## config.mk

```make
export PLATFORM = sky130hd
export DESIGN_NAME = dcache_write_buffer
export DESIGN_NICKNAME = d
export VERILOG_FILES = /design/src/rtl/dcache_write_buffer.sv
export SDC_FILE = /design/constraint.sdc
export NUM_CORES = 1
export LEC_CHECK = 0
export ABC_AREA = 1
export BUFFER_PORTS_ARGS = -buffer_cell sky130_fd_sc_hd__buf_2
export CELL_PAD_IN_SITES_DETAIL_PLACEMENT = 1
export CELL_PAD_IN_SITES_GLOBAL_PLACEMENT = 2
export CORE_MARGIN = 4
export CORE_UTILIZATION = 38
export CTS_BUF_LIST = sky130_fd_sc_hd__clkbuf_4 sky130_fd_sc_hd__clkbuf_8
export CTS_CLUSTER_DIAMETER = 30
export DETAILED_ROUTE_END_ITERATION = 10
export PLACE_DENSITY_LB_ADDON = 0.1
export SLEW_MARGIN = 0
export SYNTH_ARGS = -nofsm -noshare
export SYNTH_HDL_FRONTEND = slang
export SYNTH_SLANG_ARGS = --single-unit
```

## constraint.sdc

```tcl
create_clock -name CLK -period 3.5 [get_ports CLK]
set_input_delay 0.175 -clock CLK [delete_from_list [all_inputs] [get_ports CLK]]
set_output_delay 0.175 -clock CLK [all_outputs]
set_load 0.02 [all_outputs]
```

## src/rtl/dcache_write_buffer.sv

```systemverilog
// dcache_write_buffer: posted-write FIFO between data cache and data memory; define WBUF_FORWARD_EN to forward reads from queued writes
module dcache_write_buffer #(
  parameter int DEPTH = 4
) (
  input  logic        CLK,
  input  logic        RESET,
  input  logic        MEM_READ,
  input  logic        MEM_WRITE,
  input  logic [5:0]  MEM_ADDRESS,
  input  logic [31:0] MEM_WRITEDATA,
  output logic [31:0] MEM_READDATA,
  output logic        MEM_BUSYWAIT,
  output logic        DMEM_READ,
  output logic        DMEM_WRITE,
  output logic [5:0]  DMEM_ADDRESS,
  output logic [31:0] DMEM_WRITEDATA,
  input  logic [31:0] DMEM_READDATA,
  input  logic        DMEM_BUSYWAIT,
  output logic        WBUF_EMPTY
);
  localparam int AW = $clog2(DEPTH);
  localparam int CW = AW + 1;
  typedef enum logic [1:0] {IDLE, DRAIN, FETCH} state_t;
  state_t state_q, state_d;
  logic [5:0] addr_q [DEPTH];
  logic [31:0] data_q [DEPTH];
  logic [AW-1:0] head_q, head_d, tail_q, tail_d;
  logic [CW-1:0] count_q, count_d;
  logic ack_q, ack_d, wdone_q, wdone_d, seen_q, seen_d, empty_q, empty_d;
  logic rd_q, rd_d, wr_q, wr_d;
  logic [5:0] daddr_q, daddr_d;
  logic [31:0] dwdata_q, dwdata_d, rdata_q, rdata_d;
  logic wr_req, rd_req, push, pop, done, hit, fetch_ok;
  logic [31:0] fwd;

  assign wr_req = MEM_WRITE & ~ack_q & ~wdone_q;
  assign rd_req = MEM_READ & ~ack_q & ~wr_req;
  assign push = wr_req & (count_q != CW'(DEPTH));
  assign done = (rd_q | wr_q) & ~DMEM_BUSYWAIT & seen_q;
  assign pop = done & wr_q;

`ifdef WBUF_FORWARD_EN
  always_comb begin
    hit = 1'b0;
    fwd = '0;
    for (int i = 0; i < DEPTH; i++) begin
      if (CW'(i) < count_q && addr_q[head_q + AW'(i)] == MEM_ADDRESS) begin
        hit = 1'b1;
        fwd = data_q[head_q + AW'(i)];
      end
    end
  end
  assign fetch_ok = rd_req & ~hit;
`else
  assign hit = 1'b0;
  assign fwd = '0;
  assign fetch_ok = rd_req & (count_q == '0);
`endif

  always_comb begin
    state_d = state_q;
    head_d = pop ? head_q + AW'(1) : head_q;
    tail_d = push ? tail_q + AW'(1) : tail_q;
    count_d = count_q + CW'(push) - CW'(pop);
    rd_d = rd_q;
    wr_d = wr_q;
    daddr_d = daddr_q;
    dwdata_d = dwdata_q;
    ack_d = (push & ~MEM_READ) | (rd_req & hit) | (done & rd_q);
    rdata_d = done & rd_q ? DMEM_READDATA : rd_req & hit ? fwd : rdata_q;
    seen_d = (rd_q | wr_q) & ~done;
    empty_d = count_q == '0 && state_q != DRAIN;
    if (state_q == IDLE && fetch_ok) begin
      state_d = FETCH;
      rd_d = 1'b1;
      daddr_d = MEM_ADDRESS;
    end else if (state_q == IDLE && count_q != '0) begin
      state_d = DRAIN;
      wr_d = 1'b1;
      daddr_d = addr_q[head_q];
      dwdata_d = data_q[head_q];
    end else if (done) begin
      state_d = IDLE;
      rd_d = 1'b0;
      wr_d = 1'b0;
    end
    wdone_d = (wdone_q | (push & MEM_READ)) & MEM_READ & ~ack_d;
  end

  always_ff @(posedge CLK) begin
    if (!RESET) begin
      state_q <= IDLE;
      head_q <= '0;
      tail_q <= '0;
      count_q <= '0;
      ack_q <= 1'b0;
      wdone_q <= 1'b0;
      seen_q <= 1'b0;
      empty_q <= 1'b1;
      rd_q <= 1'b0;
      wr_q <= 1'b0;
      daddr_q <= '0;
      dwdata_q <= '0;
      rdata_q <= '0;
    end else begin
      state_q <= state_d;
      head_q <= head_d;
      tail_q <= tail_d;
      count_q <= count_d;
      ack_q <= ack_d;
      wdone_q <= wdone_d;
      seen_q <= seen_d;
      empty_q <= empty_d;
      rd_q <= rd_d;
      wr_q <= wr_d;
      daddr_q <= daddr_d;
      dwdata_q <= dwdata_d;
      rdata_q <= rdata_d;
    end
  end

  always_ff @(posedge CLK) begin
    if (push) begin
      addr_q[tail_q] <= MEM_ADDRESS;
      data_q[tail_q] <= MEM_WRITEDATA;
    end
  end

  assign MEM_BUSYWAIT = (MEM_READ | MEM_WRITE) & ~ack_q;
  assign MEM_READDATA = rdata_q;
  assign DMEM_READ = rd_q;
  assign DMEM_WRITE = wr_q;
  assign DMEM_ADDRESS = daddr_q;
  assign DMEM_WRITEDATA = dwdata_q;
  assign WBUF_EMPTY = empty_q;
endmodule

```

==> impl_results.md <==
* Net count of the mapped netlist at around 890
* Number of hold-slack violations in the final timing report at 0
* Placed wire-length estimate at between 10000 and 15000 microns
* Aggregate global routing overflow at 0
* Met1 layer usage reported by global route at 22.5%
* Global Route met3 Usage at around 3.6%
* Initial standard-cell utilization of the core at around 39%
* Post-layout minimum cycle time at 2.48 ns
* Leakage at 4.72 nW
* Clock insertion delay at the later pin of the skew report at about 0.57 ns
* Total DRC errors in the routed layout at 0
* Clock-pin transition on the worst setup and hold timing paths at 0.05 ns
* CP Capture Type: register
* Critical path class: reg -> reg
* Relative slew slack at approximately a third
* Fraction of the core area covered by cells at the end of the flow at approximately half
* Final Net Count at 1134
* Status: finished clean
* Post-DRT Antenna Nets at 0
* Worst hold slack after final layout at about 0.15 ns
* CTS sink cnt at approximately 240
* Total placed cells including tap cells at around 1200
* Required arrival time at the worst endpoint at 4.00 ns
* Pwr dens at 744 nW/um^2
* DR iter-0 viols at between 300 and 400
* Via count of the first global-routing pass at ~7600
* Critical Path Start Type: register
* Area overhead of the layout relative to synthesis at 32.8%
* Seq cells post-synth at 239
* Tightest Hold Check Type: in -> reg
* Share of synthesized area occupied by flip-flops and latches at a little over two thirds
* Layout cells sized above 1 at between 20% and 30%
* Yosys synthesis warning count at 0
* Global-route total usage across every layer at between 10% and 20%
* CTS Buf Count at 55
* Placement-stage cell area at about 10000 sq um
* Height of the die at 162 microns
* Pre-antenna DRT Iters at 4
* Number of antenna violations at the first check in global routing at 1
* GPL Wtd Cong at between 0.7 and 0.8
* Top-level I/O count at 149
* Routed WL at 24700 microns
* Main area contributors after synthesis: edfxtp_1, dfxtp_1, nor2_1
* Count of non-filler cells in the finished layout at between 1000 and 1500
* Avg Inst Size Synth at 11.2 sq um
* Setup total negative slack at 0 ns
* Synthesized instance count at between 800 and 900
* Critical Path AT at a little under 3 ns
* Largest net degree at the start of global routing at between 60 and 70
* Vias after detailed routing at a little under 7000
* Wire length of the first global-routing pass at between 30000 and 40000 microns
* CTS root buffer: clkbuf_8
* Die Wd at 162 microns
* Count of input and output buffers at ~150
* Max Clock Freq at 0.404 GHz
* Slew of the pin with the lowest slew margin at 0.978 ns
* Final worst-path setup slack at approximately 1.0 ns
* Row count at 56
* Max-cap violations at 0
* IR Drop Worst-Case VDD at 389 uV
* Core region area at roughly 23000 sq um
* Final slew viol count at 0
* Detail-routed net length per standard cell at 17.4 microns
* Via/cell ratio at around 4.9
* Setup repair after global routing missed its margin: no
* Non-Filler Cell Area, Final at about 12000 sq um
* Cell area after synthesis at about 9100 sq um
* Gates resized, CTS repair at 0
* Sum of internal, switching and leakage power at 8.96 mW
* Largest driver fanout on the critical path at 11
* Part of the cycle the worst path needs at between 70% and 80%
* R2r setup slk at just over 1 ns
* Area share of the largest cell type after synthesis at slightly above 50%
* TritonCTS clock tree: yes
* Most used routing layer in global routing: met2
* Setup Viol. Count Final at 0
* Number of distinct library cell variants in the gate-level netlist after synthesis at 30
* Deepest level of the CTS H-tree at 2
* Post-place setup slack at 1.03 ns
* Biggest area consumer among synthesized cells: edfxtp_1
* Die area at 26400 sq um
* Maximum count of clock buffers along a single path at 3
* Met2 Resource Use GR at between 30% and 40%
* Number of filler instances in the final layout at 2515
* Final clock skew at between 0.02 and 0.025 ns
## per-layer routing
layer	share of wire, %	vias up	routed length [microns]
li1	-	3301	-
met1	42	3385	10500
met2	51	166	12500
met3	4.7	50	1170
met4	2.1	0	527
met5	0	-	0
## cell type report
| type | instances | area [sq um] | area share, % |
|---|---|---|---|
| Antenna cell | 1 | 2.50 | 0.0208 |
| Clock buffer | 61 | 821 | 6.82 |
| Clock inverter | 42 | 464 | 3.86 |
| Inverter | 38 | 148 | 1.23 |
| Multi-Input combinational cell | 488 | 2360 | 19.6 |
| Sequential cell | 239 | 6310 | 52.4 |
| Tap cell | 319 | 399 | 3.32 |
| Timing Repair Buffer | 230 | 1540 | 12.8 |
## report_power, final
| group | switching [mW] | internal, mW | total (mW) | leakage, nW |
|---|---|---|---|---|
| logic | 1.24 | 0.551 | 1.79 | 1.99 |
| registers | 0.154 | 3.42 | 3.58 | 2.10 |
| clock network | 1.38 | 2.21 | 3.59 | 0.637 |
| total | 2.78 | 6.18 | 8.96 | 4.72 |
## layout by cell type, fill, tap and decap left out, types with 2 or more instances in the layout
cell type,instances
nand3_2,3
clkinv_4,5
o21ai_0,98
dfxtp_1,86
inv_6,2
nand2_1,105
ha_1,6
nor2_1,129
nand3b_1,3
nor2_4,5
edfxtp_1,152
inv_1,24
dlygate4sd3_1,72
clkbuf_4,3
clkinv_1,10
clkinv_2,12
buf_2,148
clkinvlp_4,9
inv_4,2
inv_2,7
clkbuf_8,58
a21oi_1,42
o22ai_1,35
buf_4,10
o21ai_1,12
nand3_1,21
nor2_2,22
bufinv_16,8
## registers in the layout, indices dropped and copies added, names as in the netlist, named ones only
register and cells:
addr_q 24, DMEM_ADDRESS 6, DMEM_WRITEDATA 32, seen_q 1
count_q 3, DMEM_WRITE 1, MEM_READDATA 32, wdone_q 1
ack_q 1, head_q 2, data_q 128, DMEM_READ 1
WBUF_EMPTY 1, tail_q 2, state_q 2
## final timing paths
path	start	depth (start not counted)	to
worst max-delay path	ack_q	11	count_q[2]
worst min-delay path	MEM_WRITE	5	DMEM_ADDRESS[2]
worst max register to register	ack_q	11	count_q[2]
worst min register to register	MEM_READDATA[18]	2	MEM_READDATA[18]
## what timing repair did
item                                   CTS  global route
buffers inserted                         0             0
endpoints found under the hold margin  192             0
hold buffers                            72             0
## Yosys cell counts (all sizes together)
cell / count
nor2: 156
nand2: 107
buf: 28
nand3b: 3
o22ai: 35
o21ai: 110
o21a: 1
a21oi: 42
clkinv: 5
nor3: 1
dfxtp: 87
xor2: 1
fa: 1
clkbuf: 17
ha: 6
inv: 33
nand3: 25
edfxtp: 152
## critical path: stages, from the launching register on
cell,delay (ns)
dfxtp_1,0.30
inv_2,0.09
nand3_2,0.18
inv_2,0.08
nand2_1,0.37
ha_1,0.46
inv_1,0.04
ha_1,0.20
fa_1,0.37
inv_1,0.08
o21ai_0,0.08
a21oi_1,0.16
## cells by family (layout without fill, tap and decap cells)
| family | count (synthesis) | in the layout | synth area share, % |
|---|---|---|---|
| buffers and inverters | 83 | 371 | 4.73 |
| adders and majority gates | 7 | 7 | 1.05 |
| xor gates and xnor gates | 1 | 1 | 0.0966 |
| other | 0 | 1 | 0 |
| DFF | 239 | 239 | 69.6 |
| AOI/OAI and AO/OA | 188 | 188 | 10.9 |
| and+or+nand+nor | 292 | 292 | 13.7 |
Note: power is estimated with default switching activity, not from simulation.
